`src/rtl/regfile_mp_if.sv`:
```
`default_nettype none
// ============================================================================
// Module      : regfile_mp_if
// Description : Bus bundle for the multi-port register file: two read ports,
//               two write ports, the issue (destination claim) port and the
//               busy counter.
// Revision    : 1.0 - initial release
// ============================================================================
interface regfile_mp_if #(
    parameter int DATA_W = 16,
    parameter int ADDR_W = 3
);
    logic [ADDR_W-1:0] read_addr1;
    logic [ADDR_W-1:0] read_addr2;
    logic [DATA_W-1:0] read_data1;
    logic [DATA_W-1:0] read_data2;
    logic              read_busy1;
    logic              read_busy2;
    logic              write_enable0;
    logic [ADDR_W-1:0] write_addr0;
    logic [DATA_W-1:0] write_data0;
    logic              write_enable1;
    logic [ADDR_W-1:0] write_addr1;
    logic [DATA_W-1:0] write_data1;
    logic              issue_valid;
    logic [ADDR_W-1:0] issue_addr;
    logic [ADDR_W:0]   busy_count;

    // Datapath / decode side: drives addresses, writes and claims
    modport master (
        output read_addr1, read_addr2,
        output write_enable0, write_addr0, write_data0,
        output write_enable1, write_addr1, write_data1,
        output issue_valid, issue_addr,
        input  read_data1, read_data2, read_busy1, read_busy2, busy_count
    );

    // Register file side
    modport slave (
        input  read_addr1, read_addr2,
        input  write_enable0, write_addr0, write_data0,
        input  write_enable1, write_addr1, write_data1,
        input  issue_valid, issue_addr,
        output read_data1, read_data2, read_busy1, read_busy2, busy_count
    );
endinterface
`default_nettype wire

```
`src/rtl/regfile_mp.sv`:
```
`default_nettype none
// ============================================================================
// Module      : regfile_mp
// Description : Parametrised register file with two asynchronous read ports,
//               two synchronous write ports (W0 ALU, W1 memory), optional
//               same-cycle write-to-read bypass, optional hardwired zero
//               register and a per-register busy scoreboard with a
//               registered busy population count.
// Revision    : 1.0 - initial release
// ============================================================================
module regfile_mp #(
    parameter int DATA_W   = 16,
    parameter int ADDR_W   = 3,
    parameter int BYPASS   = 1,
    parameter int ZERO_REG = 0
) (
    input  wire          clk,
    input  wire          rst,
    regfile_mp_if.slave  bus
);
    localparam int c_nregs = 2 ** ADDR_W;

    logic [DATA_W-1:0]  r_regs [c_nregs];
    logic [c_nregs-1:0] r_busy;
    logic [ADDR_W:0]    r_busy_count;

    logic               w_we0;
    logic               w_we1;
    logic               w_issue;
    logic [c_nregs-1:0] w_busy_next;
    logic [ADDR_W:0]    w_busy_pop;
    logic [ADDR_W-1:0]  w_raddr [2];
    logic [DATA_W-1:0]  w_rdata [2];
    logic               w_rbusy [2];

    // Qualified enables: with a hardwired zero register, accesses to
    // address 0 are dropped here so nothing downstream has to care.
    always_comb begin
        w_we0   = bus.write_enable0;
        w_we1   = bus.write_enable1;
        w_issue = bus.issue_valid;
        if (ZERO_REG != 0) begin
            if (bus.write_addr0 == '0) w_we0   = 1'b0;
            if (bus.write_addr1 == '0) w_we1   = 1'b0;
            if (bus.issue_addr  == '0) w_issue = 1'b0;
        end
    end

    // Next busy vector: writes retire producers, an issue claims one; the
    // claim is applied last so a same-cycle claim beats a retiring write.
    always_comb begin
        w_busy_next = r_busy;
        if (w_we0)   w_busy_next[bus.write_addr0] = 1'b0;
        if (w_we1)   w_busy_next[bus.write_addr1] = 1'b0;
        if (w_issue) w_busy_next[bus.issue_addr]  = 1'b1;
    end

    // Population count of the next busy vector, registered below
    always_comb begin
        w_busy_pop = '0;
        for (int i = 0; i < c_nregs; i++) begin
            w_busy_pop = w_busy_pop + {{ADDR_W{1'b0}}, w_busy_next[i]};
        end
    end

    // Storage and scoreboard update; W1 is written last so it wins on a
    // same-address collision with W0.
    always_ff @(posedge clk) begin
        if (rst) begin
            for (int i = 0; i < c_nregs; i++) begin
                r_regs[i] <= '0;
            end
            r_busy       <= '0;
            r_busy_count <= '0;
        end else begin
            if (w_we0) r_regs[bus.write_addr0] <= bus.write_data0;
            if (w_we1) r_regs[bus.write_addr1] <= bus.write_data1;
            r_busy       <= w_busy_next;
            r_busy_count <= w_busy_pop;
        end
    end

    assign w_raddr[0] = bus.read_addr1;
    assign w_raddr[1] = bus.read_addr2;

    // Read muxes: optional bypass (W1 over W0 over storage), then the zero
    // register override on top of everything.
    always_comb begin
        for (int k = 0; k < 2; k++) begin
            w_rdata[k] = r_regs[w_raddr[k]];
            w_rbusy[k] = r_busy[w_raddr[k]];
            if (BYPASS != 0) begin
                if (w_we1 && (bus.write_addr1 == w_raddr[k])) begin
                    w_rdata[k] = bus.write_data1;
                    w_rbusy[k] = 1'b0;
                end else if (w_we0 && (bus.write_addr0 == w_raddr[k])) begin
                    w_rdata[k] = bus.write_data0;
                    w_rbusy[k] = 1'b0;
                end
            end
            if ((ZERO_REG != 0) && (w_raddr[k] == '0)) begin
                w_rdata[k] = '0;
                w_rbusy[k] = 1'b0;
            end
        end
    end

    assign bus.read_data1 = w_rdata[0];
    assign bus.read_data2 = w_rdata[1];
    assign bus.read_busy1 = w_rbusy[0];
    assign bus.read_busy2 = w_rbusy[1];
    assign bus.busy_count = r_busy_count;

endmodule
`default_nettype wire

```
`src/flat_wrapper.sv`:
```
// flat-port wrapper written by rule: the top's interface ports become plain ports
module regfile_mp_flat 
#(
    parameter int DATA_W   = 16,
    parameter int ADDR_W   = 3,
    parameter int BYPASS   = 1,
    parameter int ZERO_REG = 0
)
  (clk, rst, bus_read_addr1, bus_read_addr2, bus_write_enable0, bus_write_addr0, bus_write_data0, bus_write_enable1, bus_write_addr1, bus_write_data1, bus_issue_valid, bus_issue_addr, bus_read_data1, bus_read_data2, bus_read_busy1, bus_read_busy2, bus_busy_count);
  regfile_mp_if #(.DATA_W(DATA_W), .ADDR_W(ADDR_W)) bus_i ();
  input  wire clk;
  input  wire rst;
  input wire logic [$bits(bus_i.read_addr1)-1:0] bus_read_addr1;
  input wire logic [$bits(bus_i.read_addr2)-1:0] bus_read_addr2;
  input wire logic [$bits(bus_i.write_enable0)-1:0] bus_write_enable0;
  input wire logic [$bits(bus_i.write_addr0)-1:0] bus_write_addr0;
  input wire logic [$bits(bus_i.write_data0)-1:0] bus_write_data0;
  input wire logic [$bits(bus_i.write_enable1)-1:0] bus_write_enable1;
  input wire logic [$bits(bus_i.write_addr1)-1:0] bus_write_addr1;
  input wire logic [$bits(bus_i.write_data1)-1:0] bus_write_data1;
  input wire logic [$bits(bus_i.issue_valid)-1:0] bus_issue_valid;
  input wire logic [$bits(bus_i.issue_addr)-1:0] bus_issue_addr;
  output wire logic [$bits(bus_i.read_data1)-1:0] bus_read_data1;
  output wire logic [$bits(bus_i.read_data2)-1:0] bus_read_data2;
  output wire logic [$bits(bus_i.read_busy1)-1:0] bus_read_busy1;
  output wire logic [$bits(bus_i.read_busy2)-1:0] bus_read_busy2;
  output wire logic [$bits(bus_i.busy_count)-1:0] bus_busy_count;
  assign bus_i.read_addr1 = bus_read_addr1;
  assign bus_i.read_addr2 = bus_read_addr2;
  assign bus_i.write_enable0 = bus_write_enable0;
  assign bus_i.write_addr0 = bus_write_addr0;
  assign bus_i.write_data0 = bus_write_data0;
  assign bus_i.write_enable1 = bus_write_enable1;
  assign bus_i.write_addr1 = bus_write_addr1;
  assign bus_i.write_data1 = bus_write_data1;
  assign bus_i.issue_valid = bus_issue_valid;
  assign bus_i.issue_addr = bus_issue_addr;
  assign bus_read_data1 = bus_i.read_data1;
  assign bus_read_data2 = bus_i.read_data2;
  assign bus_read_busy1 = bus_i.read_busy1;
  assign bus_read_busy2 = bus_i.read_busy2;
  assign bus_busy_count = bus_i.busy_count;
  regfile_mp #(.DATA_W(DATA_W), .ADDR_W(ADDR_W), .BYPASS(BYPASS), .ZERO_REG(ZERO_REG)) u_core (.clk(clk), .rst(rst), .bus(bus_i));
endmodule
```
`config.mk`:
```
export PLATFORM = sky130hd
export DESIGN_NAME = regfile_mp_flat
export DESIGN_NICKNAME = d
export VERILOG_FILES = /design/src/rtl/regfile_mp_if.sv /design/src/rtl/regfile_mp.sv /design/src/flat_wrapper.sv
export SDC_FILE = /design/constraint.sdc
export NUM_CORES = 1
export LEC_CHECK = 0
export CAP_MARGIN = 30
export CORE_MARGIN = 3
export CORE_UTILIZATION = 30
export DETAILED_ROUTE_END_ITERATION = 8
export DONT_BUFFER_PORTS = 1
export SYNTH_ARGS = -nofsm -noshare
export SYNTH_HDL_FRONTEND = slang
export SYNTH_SLANG_ARGS = --single-unit
```
`constraint.sdc`:
```
create_clock -name clk -period 5.47 [get_ports clk]
set_input_delay 1.094 -clock clk [delete_from_list [all_inputs] [get_ports clk]]
set_output_delay 1.094 -clock clk [all_outputs]
set_load 0.02 [all_outputs]
```
==> metrics.csv <==
stage,metric,value,unit
run_status,status,"finished, final reports clean",
critical_path,worstPathMaxFanout,9,
yosys,yosysWarnings,0,
power,sw_frac_of_total,0.262,
floorplan,ioPinCount,90,
route,drt_iter0_markers,618,
yosys,synthArstFlopShare,0,
critical_path,crit_type,in -> out,
yosys,synth.distinct_cells,42,
floorplan,start_util,0.308,
sta,hold_viol_final,0,
clock_network,cts_resized,0,
yosys,yosysTopAreaCell,edfxtp_1,
layout,num-nets-final,681,
floorplan,design.core.area,30000,sq um
clock_network,clockBufferDepth,2,
layout,instances_no_fill,1025,
place,hpwl,18200,um
route,routedWlPerCell,28.5,um
layout,syn_to_final_growth,9.20,%
critical_path,cp_data_arrival_time,2.91,ns
place,place.gp.congestion,0.773,
run,maxCapViolations,0,
route,detail-route-antenna-nets,0,
place,dp.cells,993,
clock_network,cts-htree-levels,4,
global_route,grt_use_met1,0.205,
global_route,gr-usage-met3,0.0453,
yosys,synth-seq-cells,140,
floorplan,placementRows,63,
sta,setup-tns-final,0,ns
route,num_vias,6269,
power,p_sw,0.000760,W
yosys,syn_inst,667,
route,wirelength,29200,um
route,dr.pass1.iters,5,
yosys,synth_top_area_frac,0.416,
yosys,synthTopCellsByCount,"128 x a22o_1, 128 x edfxtp_1, 46 x mux4_1, 37 x nand2_1, 34 x mux2_2",
clock_network,cts_setup_buffers,0,
clock_network,numClockSinks,140,
route,route.detailed.drc,0,
power,power_density,288,nW/um^2
clock_network,clk_pin_slew_worst_paths,0.06,ns
critical_path,cp.required,4.38,ns
global_route,grtUsageMet2,0.306,
clock_network,hold_buffers,0,
power,p_int,0.00214,W
power,peakVddDrop,0.198,mV
sta,worst_pin_slew,1.03,ns
layout,fill_cells,2909,
global_route,grt_max_degree,36,
sta,worst_slack,1.47,ns
place,post-place-ws,1.36,ns
sta,finalClockSkew,0.00505,ns
power,p_comb_frac,0.150,
critical_path,end_kind,output pin,
route,via_per_inst,6.12,
global_route,antenna_found_initial,0,
clock_network,clk_latency,0.42,ns
layout,post-route-util,0.337,
layout,drive_above_1_share,0.200,
sta,relSlewSlack,0.313,
global_route,grtUsageTotal,0.174,
yosys,syn_avg_cell_area,13.8,sq um
sta,fmax,250,MHz
place,portBuffers,0,
yosys,synth_edf_count,128,
sta,setup_violations,0,
layout,n_antenna_cell,0,
global_route,grt_pass1_wl,42700,um
min_path,hp-class,reg -> reg,
sta,post-route-period-util,0.731,
sta,layout_min_cycle_time,4.00,ns
sta,rsz0062_at_grt,false,
power,clkPwrFrac,0.403,
critical_path,critPathLaunchType,primary input,
yosys,synth-seq-area-share,0.442,
floorplan,die_w,181,um
clock_network,cts-root-buf,clkbuf_16,
clock_network,cts_buffers,17,
clock_network,cts_tree,done,
global_route,grt_pass1_vias,6260,
yosys,synth_ff_type,edfxtp_1,
power,power_frac_seq,0.448,
global_route,grt.busiest_layer,met2,
sta,drv_slew,0,
yosys,yosys-top-cells-area,"edfxtp_1 42%, mux4_1 13%, a22o_1 12%",
yosys,syn_area,9230,sq um
floorplan,die_area,32900,sq um
power,p_leak,3.69,nW
floorplan,die_y,181,um
yosys,syn_nets,726,
global_route,overflow,0,
-- power by group through the flow --
stage / Sequential, W / Combinational [W] / Clock (W)
3_5_place_dp: 0.00132 / 0.000438 / 0
4_1_cts: 0.00130 / 0.000439 / 0.00117
6_report: 0.00130 / 0.000435 / 0.00117
3_3_place_gp: 0.00132 / 0.000428 / 0
5_1_grt: 0.00131 / 0.000465 / 0.00122
2_1_floorplan: 0.00130 / 0.000407 / 0
-- layout make-up --
class	count	area (sq um)	share of cell area
clock inverter	14	160	0.0159
multi-input combinational	427	4620	0.458
clock buffer	18	429	0.0426
inverter	6	22.5	0.00223
timing repair buffer	30	275	0.0273
tap	390	488	0.0484
sequential	140	4080	0.405
-- sequential cells by signal, indices dropped and copies added (netlist names) --
| register | cells |
|---|---|
| u_core.bus.busy_count | 4 |
| u_core.r_busy | 8 |
| u_core.r_regs | 128 |
-- through the flow --
stage | area, sq um | hold WS [ns] | power (W)
after CTS | 10100 | 0.617 | 0.00291
after global placement | 9400 | 0.579 | 0.00174
after global routing | 10100 | 0.648 | 0.00299
final | 10100 | 0.622 | 0.00290
after floorplan | 9230 | 0.520 | 0.00171
after detailed placement | 9490 | 0.601 | 0.00176
-- worst max-delay path, cell delays in order --
cell     delay, ns
xnor2_1       0.14
nand4_1       0.60
buf_8         0.39
mux2i_1       0.12
o21ai_0       0.56
-- worst paths after layout --
check        depth (start not counted)                        to               start  slack (ns)
max                                  5        bus_read_data1[15]  bus_write_addr0[2]        1.47
min                                  2          u_core.r_busy[7]    u_core.r_busy[7]        0.62
max reg2reg                         10  u_core.bus.busy_count[1]    u_core.r_busy[0]        2.59
min reg2reg                          2          u_core.r_busy[7]    u_core.r_busy[7]        0.62
-- cells by family after synthesis --
logic type / synth area share
compound gates: 0.149
xor+xnor: 0.0123
fa+ha+maj: 0.0127
buf+inv: 0.0576
flops: 0.442
mux: 0.261
simple gates: 0.0652
-- layer usage --
layer	vias up	wire length, um	part of all wire
met3	72	2550	0.087
met4	0	945	0.032
li1	2641	-	-
met1	3219	10800	0.37
met2	337	14900	0.51
met5	-	0	0
-- placed cells by master, fill, tap and decap left out, types with 2 or more instances in the layout --
master and n:
a22o_1 128, edfxtp_1 128, mux4_1 46, nand2_1 37, mux2_2 34, mux2i_1 32
o21ai_1 28, buf_4 25, mux4_2 22, clkbuf_16 17, nor2_1 14, nor2b_1 13
xnor2_1 12, dfxtp_1 12, nand3b_1 8, nor3b_2 6, inv_1 6, a31oi_1 5
inv_6 5, nand4_1 4, o21ai_0 4, a32o_1 4, fa_1 4, buf_8 4
and4_1 3, nand2b_1 3, ha_1 3, clkinvlp_4 3, and3b_1 2, and4b_1 2
a32oi_1 2, nand3_1 2, clkinv_4 2, bufinv_16 2
No activity file was read; power rests on OpenSTA's default activity.
